### config.mk
export PLATFORM = sky130hd
export DESIGN_NAME = serial_pattern_tx
export DESIGN_NICKNAME = d
export VERILOG_FILES = /design/src/rtl/serial_tx_pkg.sv /design/src/rtl/serial_bit_timer.sv /design/src/rtl/serial_pattern_tx.sv
export SDC_FILE = /design/constraint.sdc
export NUM_CORES = 1
export LEC_CHECK = 0
export BUFFER_PORTS_ARGS = -buffer_cell sky130_fd_sc_hd__buf_2
export CAP_MARGIN = 20
export CORE_MARGIN = 4
export CORE_UTILIZATION = 25
export CTS_CLUSTER_SIZE = 8
export DETAILED_ROUTE_END_ITERATION = 10
export GPL_ROUTABILITY_DRIVEN = 1
export PLACE_DENSITY = 0.51
export RECOVER_POWER = 25
export SYNTH_ARGS = -nofsm -noshare
export SYNTH_HDL_FRONTEND = slang
export SYNTH_SLANG_ARGS = --single-unit
### constraint.sdc
create_clock -name clk -period 2.42 [get_ports clk]
set_clock_uncertainty 0.05 [all_clocks]
set_input_delay 0.242 -clock clk [delete_from_list [all_inputs] [get_ports clk]]
set_output_delay 0.242 -clock clk [all_outputs]
set_load 0.005 [all_outputs]
### src/rtl/serial_tx_pkg.sv
// Shared definitions for the serial transmitter and its sibling rx/detector benches.
//   tx_state_e : FSM state encodings
//   LEN_W/DIV_W: counter widths for the default WIDTH=8, DIV=4 build
//   len_w_f/div_w_f: the same width rules for other parameterisations
package serial_tx_pkg;

    typedef enum logic [1:0] {
        ST_IDLE  = 2'd0,
        ST_SHIFT = 2'd1,
        ST_GAP   = 2'd2
    } tx_state_e;

    localparam int unsigned DEF_WIDTH = 8;
    localparam int unsigned DEF_DIV   = 4;
    localparam int unsigned LEN_W     = $clog2(DEF_WIDTH + 1);
    localparam int unsigned DIV_W     = $clog2(DEF_DIV) | 1;

    // Width able to hold 0..width (bit count field).
    function automatic int unsigned len_w_f(input int unsigned width);
        return $clog2(width + 1);
    endfunction

    // Width of the clock divider counter; never zero, even for div == 1.
    function automatic int unsigned div_w_f(input int unsigned div);
        return $clog2(div) | 1;
    endfunction

endpackage

### src/rtl/serial_bit_timer.sv
// Bit-time divider: counts 0..DIV-1 and wraps while running.
//   clk, reset : clock, synchronous active-high reset
//   clear_i    : hold counter at 0 (block idle / word start)
//   tick_c     : combinational, high in the last clock of each bit time
module serial_bit_timer
    import serial_tx_pkg::*;
#(
    parameter int unsigned DIV = 4
) (
    input  logic clk,
    input  logic reset,
    input  logic clear_i,
    output logic tick_c
);

    localparam int unsigned CNT_W = div_w_f(DIV);

    logic [CNT_W-1:0] cnt_q;
    logic [CNT_W-1:0] cnt_d;

    assign tick_c = !clear_i && (cnt_q == CNT_W'(DIV - 1));

    // Next count: park at zero when cleared, wrap on terminal count.
    always_comb begin
        cnt_d = cnt_q + CNT_W'(1);
        if (clear_i || tick_c) begin
            cnt_d = '0;
        end
    end

    always_ff @(posedge clk) begin
        if (reset) begin
            cnt_q <= '0;
        end else begin
            cnt_q <= cnt_d;
        end
    end

endmodule

### src/rtl/serial_pattern_tx.sv
// Serial bit-stream transmitter: takes a 1..WIDTH bit word over valid/ready and
// sends it MSB-first on x_out, DIV clocks per bit, followed by GAP idle bit-times.
//   clk, reset : clock, synchronous active-high reset
//   in_data    : word; in_data[len-1:0] is sent, msb of that field first
//   in_len     : bit count; 0 or >WIDTH means WIDTH
//   in_valid   : word offered; in_ready: accepting (idle only)
//   x_out      : serial line, IDLE_LEVEL when not sending
//   bit_strb   : pulse in the first clock of every data bit
//   busy       : high while sending or in the gap
//   done       : pulse when the last data bit's hold ends
module serial_pattern_tx
    import serial_tx_pkg::*;
#(
    parameter int unsigned WIDTH      = 8,
    parameter int unsigned DIV        = 4,
    parameter int unsigned GAP        = 1,
    parameter logic        IDLE_LEVEL = 1'b0
) (
    input  logic                       clk,
    input  logic                       reset,
    input  logic [WIDTH-1:0]           in_data,
    input  logic [$clog2(WIDTH+1)-1:0] in_len,
    input  logic                       in_valid,
    output logic                       in_ready,
    output logic                       x_out,
    output logic                       bit_strb,
    output logic                       busy,
    output logic                       done
);

    localparam int unsigned LEN_WL   = len_w_f(WIDTH);
    localparam int unsigned GAP_W    = (GAP > 1) ? $clog2(GAP) : 1;
    localparam int unsigned CNT_W    = (LEN_WL > GAP_W) ? LEN_WL : GAP_W;
    localparam int unsigned GAP_LOAD = (GAP > 0) ? GAP - 1 : 0;

    tx_state_e         state_q, state_d;
    logic [WIDTH-1:0]  shift_q, shift_d;
    logic [CNT_W-1:0]  cnt_q,   cnt_d;
    logic              x_q,     x_d;
    logic              strb_q,  strb_d;
    logic              busy_q,  busy_d;
    logic              ready_q, ready_d;
    logic              done_q,  done_d;

    logic              timer_clear_c;
    logic              tick_c;
    logic [LEN_WL-1:0] len_eff_c;
    logic [WIDTH-1:0]  aligned_c;

    // Timer only runs while a word or its gap is on the line.
    assign timer_clear_c = !((state_q == ST_SHIFT) || (state_q == ST_GAP));

    serial_bit_timer #(
        .DIV (DIV)
    ) u_bit_timer (
        .clk     (clk),
        .reset   (reset),
        .clear_i (timer_clear_c),
        .tick_c  (tick_c)
    );

    // Clamp length, then left-justify the field so the word's msb sits at shift[WIDTH-1].
    always_comb begin
        len_eff_c = in_len;
        if ((in_len == '0) || (in_len > LEN_WL'(WIDTH))) begin
            len_eff_c = LEN_WL'(WIDTH);
        end
        aligned_c = in_data << (LEN_WL'(WIDTH) - len_eff_c);
    end

    // Next-state and output logic. cnt_q counts remaining bits in SHIFT, remaining bit-times in GAP.
    always_comb begin
        state_d = state_q;
        shift_d = shift_q;
        cnt_d   = cnt_q;
        x_d     = x_q;
        strb_d  = 1'b0;
        busy_d  = busy_q;
        ready_d = ready_q;
        done_d  = 1'b0;

        case (state_q)
            ST_IDLE: begin
                x_d     = IDLE_LEVEL;
                busy_d  = 1'b0;
                ready_d = 1'b1;
                if (in_valid && ready_q) begin
                    state_d = ST_SHIFT;
                    shift_d = aligned_c;
                    cnt_d   = CNT_W'(len_eff_c - LEN_WL'(1));
                    x_d     = aligned_c[WIDTH-1];
                    strb_d  = 1'b1;
                    busy_d  = 1'b1;
                    ready_d = 1'b0;
                end
            end

            ST_SHIFT: begin
                if (tick_c) begin
                    if (cnt_q == '0) begin
                        x_d    = IDLE_LEVEL;
                        done_d = 1'b1;
                        if (GAP > 0) begin
                            state_d = ST_GAP;
                            cnt_d   = CNT_W'(GAP_LOAD);
                        end else begin
                            state_d = ST_IDLE;
                            busy_d  = 1'b0;
                            ready_d = 1'b1;
                        end
                    end else begin
                        shift_d = shift_q << 1;
                        x_d     = shift_q[WIDTH-2];
                        strb_d  = 1'b1;
                        cnt_d   = cnt_q - CNT_W'(1);
                    end
                end
            end

            ST_GAP: begin
                x_d = IDLE_LEVEL;
                if (tick_c) begin
                    if (cnt_q == '0) begin
                        state_d = ST_IDLE;
                        busy_d  = 1'b0;
                        ready_d = 1'b1;
                    end else begin
                        cnt_d = cnt_q - CNT_W'(1);
                    end
                end
            end

            default: begin
                // Unused encoding: recover to the post-reset condition.
                state_d = ST_IDLE;
                shift_d = '0;
                cnt_d   = '0;
                x_d     = IDLE_LEVEL;
                busy_d  = 1'b0;
                ready_d = 1'b1;
            end
        endcase
    end

    always_ff @(posedge clk) begin
        if (reset) begin
            state_q <= ST_IDLE;
            shift_q <= '0;
            cnt_q   <= '0;
            x_q     <= IDLE_LEVEL;
            strb_q  <= 1'b0;
            busy_q  <= 1'b0;
            ready_q <= 1'b1;
            done_q  <= 1'b0;
        end else begin
            state_q <= state_d;
            shift_q <= shift_d;
            cnt_q   <= cnt_d;
            x_q     <= x_d;
            strb_q  <= strb_d;
            busy_q  <= busy_d;
            ready_q <= ready_d;
            done_q  <= done_d;
        end
    end

    assign in_ready = ready_q;
    assign x_out    = x_q;
    assign bit_strb = strb_q;
    assign busy     = busy_q;
    assign done     = done_q;

endmodule
; ---- Word level (Yosys, flattened, before mapping)
; Cells that the tools add are included.
[totals]
regBits = 21
inputBits = 15
output_inout_bits = 5
elab_cells = 76
[classes]
addsub = 4
n_lt_le_gt_ge = 1
n_eq_ne = 10
n_shift = 1
muxes = 33
bitwise = 3
n_reduce_logical = 15
[op_table]
columns = op, n
row1 = $mux W4, 6
row2 = $mux W7, 3
row3 = $pmux W7 S3, 1
row4 = $mux W1, 12
row5 = $pmux W4 S3, 1
row6 = $mux W2, 5
row7 = $logic_not A4 Y1, 2
row8 = $ne A2 B1 Y1 const B, 4
row9 = $reduce_and A4 Y1, 2
row10 = $shl A8 B4 Y8, 1
row11 = $sub A4 B1 Y4 const B, 2
row12 = $ne A2 B2 Y1 const B, 3
row13 = $pmux W1 S3, 2
row14 = $pmux W2 S3, 1
row15 = $reduce_and A5 Y1, 1
row16 = $gt A4 B4 Y1 const B, 1
row17 = $pmux W1 S2, 2
row18 = $sub A4 B4 Y4 const A, 1
row19 = $add A3 B1 Y3 const B, 1
row20 = $eq A3 B2 Y1 const B, 1
row21 = $logic_or A1 B1 Y1, 3
row22 = $not A1 Y1, 3
row23 = $reduce_and A3 Y1, 1
row24 = $reduce_or A3 Y1, 1
row25 = other kinds (6), 7

; ---- Longest topological paths before layout
[depth]
word_depth = 7
ltp_mapped = 9

; ---- Cells and area by module
; A second synthesis with hierarchy kept.
[unflattened]
hier_cells = 155
hier_area_um2 = 1455.1
[modules_own_cells]
columns = module, n_inst, cells_each, area_each_um2
row1 = serial_pattern_tx, 1, 145, 1332.5
row2 = serial_bit_timer, 1, 10, 122.6

; ---- Least setup slack after synthesis
; OpenSTA, ideal clock, no wires.
[synth_path]
kind = input to register
startpoint = input port in_len[0]
endpoint = register shift_q[0]
setup_ns = 0.070
t_arrival_ns = 1.790
slack_ns = 0.509
stages = 8
n_path_buf = 1
path_cell_list = nor2b_1 buf_2 inv_2 ha_1 nor2b_1 nand2_1 or4_1 a21oi_1
[synth_via]
elab_chain_cells = 7
word_cells_on_any_way = 8
cone_classes = add/sub: 1 / order compare: 1 / shift: 1 / mux: 3 / reduce/logical: 2
[synth_rtl]
columns = element, line
row1 = "start, declared", serial_pattern_tx.sv:22  ; input logic [$clog2(WIDTH+1)-1:0] in_len,
row2 = $gt A4 B4 Y1 / $logic_not A4 Y1 (equally long branches), serial_pattern_tx.sv:65  ; if ((in_len == '0) || (in_len > LEN_WL'(WIDTH))) begin
row3 = $logic_or A1 B1 Y1, serial_pattern_tx.sv:65
row4 = $mux W4 (*), serial_pattern_tx.sv:65
row5 = $sub A4 B4 Y4 (*), serial_pattern_tx.sv:68  ; aligned_c = in_data << (LEN_WL'(WIDTH) - len_eff_c);
row6 = $shl A8 B4 Y8 (*), serial_pattern_tx.sv:68
row7 = $mux W7 (*), serial_pattern_tx.sv:87  ; if (in_valid && ready_q) begin
row8 = $pmux W7 S3 (*), serial_pattern_tx.sv:82  ; case (state_q)
row9 = "end signal, assigned", serial_pattern_tx.sv:157  ; shift_q <= shift_d;
row10 = "end, declared", serial_pattern_tx.sv:37  ; logic [WIDTH-1:0] shift_q, shift_d;
; Mark *: on every way between the ends. The rest lies on a longest branch, timed or not. The select of a mux whose other input is x is not followed.
; A chain may end at the register's enable or synchronous reset.

; ---- Final worst setup path
[layout_path]
startpoint = register state_q[0]
endpoint = register cnt_q[3]
[layout_via]
elab_chain_cells = 5
word_cells_on_any_way = 11
cone_classes = eq/ne: 6 / mux: 1 / reduce/logical: 4
[layout_rtl]
columns = element, line
row1 = "start, declared", serial_pattern_tx.sv:36  ; tx_state_e state_q, state_d;
row2 = "start signal, assigned", serial_pattern_tx.sv:156  ; state_q <= state_d;
row3 = $eq A2 B1 Y1 / $eq A2 B2 Y1 (equally long branches), "serial_pattern_tx.sv:51, serial_pattern_tx.sv:82"
row4 = $logic_or A1 B1 Y1, serial_pattern_tx.sv:51  ; assign timer_clear_c = !((state_q == ST_SHIFT) || (state_q == ST_GAP));
row5 = $logic_and A1 B1 Y1, serial_bit_timer.sv:21  ; assign tick_c = !clear_i && (cnt_q == CNT_W'(DIV - 1));
row6 = $ne A2 B1 Y1 (no line), --
row7 = $reduce_and A4 Y1 (no line), --
row8 = "end signal, assigned", serial_pattern_tx.sv:158  ; cnt_q <= cnt_d;
row9 = "end, declared", serial_pattern_tx.sv:38  ; logic [CNT_W-1:0] cnt_q, cnt_d;
; Several ways; a longest one is shown, not always the timed one.

==> results.py <==
metrics = {
    "drt": {
        "viasPerCell": 4.80,
        "drt_iter0_markers": 72,
        "drt-total-wl_mm": 3.10,
        "vias": 1195,
        "first_pass_iters": 4,
        "drcViolationCount": 0,
        "ant_nets": 0,
        "avgRoutedWirePerCell_um": 12.4,
    },
    "logic_synthesis": {
        "synth-xor-area-share_pct": 1.86,
        "syn_area_um2": 1350,
        "ys_seq_area_share_pct": 31.3,
        "synth_edf_count": 0,
        "synthFlopType": "dfxtp_1",
        "synth_compound_area_share_pct": 20.5,
        "synth_top_family_by_area": "simple AND/OR/NAND/NOR gates",
        "synthesis.nets": 182,
        "synth-simple-area-share_pct": 24.4,
        "avgSynthCellArea_um2": 8.51,
        "synth_mux_area_share_pct": 9.30,
        "async_flop_share_pct": 0,
        "synth.distinct_cells": 41,
        "postSynthCellCount": 158,
        "yosys_warnings": 0,
        "synth-adder-area-share_pct": 8.37,
        "ys_seq_elements": 21,
    },
    "power": {
        "power_density_nw_per_um2": 1120,
        "ir_drop_mv": 0.295,
        "leakagePower_nw": 0.623,
    },
    "clock_tree": {
        "cts_setup_buffers": 0,
        "cts_tree": "done",
        "clockBufferDepth": 2,
        "clock-sinks": 21,
        "worstSkewPairLatency_ps": 260,
        "cts_buffers": 3,
        "clockRootBuffer": "clkbuf_8",
        "ctsResizeCount": 0,
        "holdBufCountCts": 0,
        "cts.clk_slew.worst_paths_ps": 80,
        "h-tree-depth": 1,
    },
    "die": {
        "start_util_pct": 26.0,
        "rows": 26,
        "core_um2": 5170,
        "ios": 20,
        "die_h_um": 81.4,
        "die_area_um2": 6620,
        "die_w_um": 81.4,
    },
    "placement": {
        "io_buffers": 19,
        "dp.cells": 245,
        "dp_slack_ps": 350,
        "globalplace.congestion": 0.738,
        "hpwlAfterDp_mm": 2.39,
    },
    "sta": {
        "tightestPinTransition_ps": 404,
        "drv_slew": 0,
        "fin_crit_sh_pct": 85.4,
        "fin_tns_setup_ps": 0,
        "post-route-min-period_ps": 2070,
        "setup_viol": 0,
        "rsz0062_at_grt": "no",
        "timing.fmax_ghz": 0.484,
        "fin_ws_ps": 353,
        "hold_viol_final": 0,
        "maxSlewHeadroom_pct": 73.1,
    },
    "global_routing": {
        "grt_max_degree": 23,
        "grt_pass1_wl_mm": 5.23,
        "grt_pass1_vias": 1108,
        "antenna_found_initial": 0,
        "grt_usage_pct": 10.1,
        "grt_overflow_total": 0,
    },
    "finish": {
        "syn_to_final_growth_pct": 17.0,
        "layout-drive-gt1-share_pct": 20.7,
        "instances_no_fill": 249,
        "nNetsFinal": 204,
        "fillCellCount": 554,
        "antennaDiodeCount": 0,
    },
    "setup_path": {
        "worstPathRequired_ps": 2570,
        "crit_arrival_ps": 2210,
        "crit_path_start_kind": "flip-flop",
        "crit_path_end_kind": "flip-flop",
        "path_cells": "inv_1 -> ha_1 -> a21boi_2 -> nor2_4 -> nand2_2 -> or4_1 -> a21oi_1",
        "crit_slowest_cell": "or4_1",
        "crit_fanout": 7,
        "path_class": "flip-flop to flip-flop",
        "crit_family": "simple AND/OR/NAND/NOR gates",
        "critPathBufInv": 1,
        "slowest_delay_ps": 510,
    },
    "status": {
        "outcome": "completed",
    },
    "run": {
        "drv_cap": 0,
    },
    "min_path": {
        "hold_path.class": "primary input to flip-flop",
    },
}
==> path summary, 6_finish.rpt <==
path	startpoint	to	slack, ps	cells after the start
setup / recovery	state_q[0]	cnt_q[3]	350	7
hold / removal	in_valid	bit_strb	290	3
setup reg to reg	state_q[0]	cnt_q[3]	350	7
hold reg to reg	u_bit_timer.cnt_q[0]	u_bit_timer.cnt_q[0]	390	1
==> logic make-up (layout without fill, tap and decap cells) <==
group,after synthesis,in the layout
xor gates and xnor gates,2,2
DFF,21,21
buffers and inverters,15,36
adders and majority gates,9,9
and+or+nand+nor,60,60
muxes,10,10
AOI/OAI and AO/OA,41,41
==> registers in the layout, summed over array words and instances, names as in the netlist <==
register,flops
in_ready,1
state_q,2
x_out,1
done,1
cnt_q,4
shift_q,7
bit_strb,1
u_bit_timer.cnt_q,3
busy,1
==> metal layers <==
layer  share of wire, %  global-route usage [%]  vias up
li1                   -                       -      624
met2                 38                    14.0       30
met1                 54                    15.1      539
met3                7.3                    2.77        2
met5                  0                       0        -
met4               0.78                    2.53        0
==> cell usage after synthesis, types with 4 or more instances <==
master    number  area (um^2)
mux2i_1        8         80.1
dfxtp_1       21          420
nand2_1        9         33.8
a21oi_1       15         75.1
clkbuf_1       4         15.0
nand2b_1       4         25.0
nand3_1        4         20.0
nor2_1        19         71.3
a211oi_1       8         60.1
ha_1           9          113
inv_1          8         30.0
==> metrics by stage <==
stage	power [W]	area, um^2	utilization (%)	hold WS, ps
global placement	0.00153	1530	29.6	375
detailed placement	0.00153	1530	29.6	377
floorplan	0.00130	1350	-	348
global route	0.00193	1570	30.4	303
finish	0.00176	1570	30.4	287
CTS	0.00178	1580	30.5	285
==> worst register-to-register path: cells and delay by family, from the launching register on <==
family	cells	cell delay (ps)
buf+inv	1	80
fa+ha+maj	1	400
flops	1	380
compound gates	2	260
simple gates	3	830
==> layout make-up <==
type,instances,area (um^2),share of cell area [%]
Clock buffer,3,41.3,2.62
Timing Repair Buffer,23,120,7.63
Sequential cell,21,420,26.7
Clock inverter,1,5.00,0.318
Tap cell,70,87.6,5.56
Multi-Input combinational cell,122,866,55.0
Inverter,9,33.8,2.15
==> placed cells by master, fill, tap and decap left out, types with 3 or more instances in the layout <==
| cell | netlist | routed |
|---|---|---|
| or3b_1 | 3 | 3 |
| mux2i_1 | 8 | 8 |
| a21oi_1 | 15 | 15 |
| nand2_2 | 3 | 3 |
| nand4_1 | 3 | 3 |
| buf_4 | 0 | 4 |
| nand2b_1 | 4 | 4 |
| o41ai_1 | 3 | 3 |
| a211oi_1 | 8 | 8 |
| nand2_1 | 9 | 9 |
| dfxtp_1 | 21 | 21 |
| clkbuf_8 | 0 | 3 |
| nor2b_1 | 3 | 3 |
| o21ai_1 | 3 | 3 |
| nand3_1 | 4 | 4 |
| clkbuf_1 | 4 | 4 |
| nor2_1 | 19 | 19 |
| inv_1 | 8 | 8 |
| ha_1 | 9 | 9 |
| buf_2 | 2 | 15 |
==> where the power goes <==
part / switching (W) / internal [W]
Clock: 0.000121 / 0.000115
Sequential: 0.0000788 / 0.000458
Combinational: 0.000586 / 0.000398
Note: power is estimated with default switching activity, not from simulation.
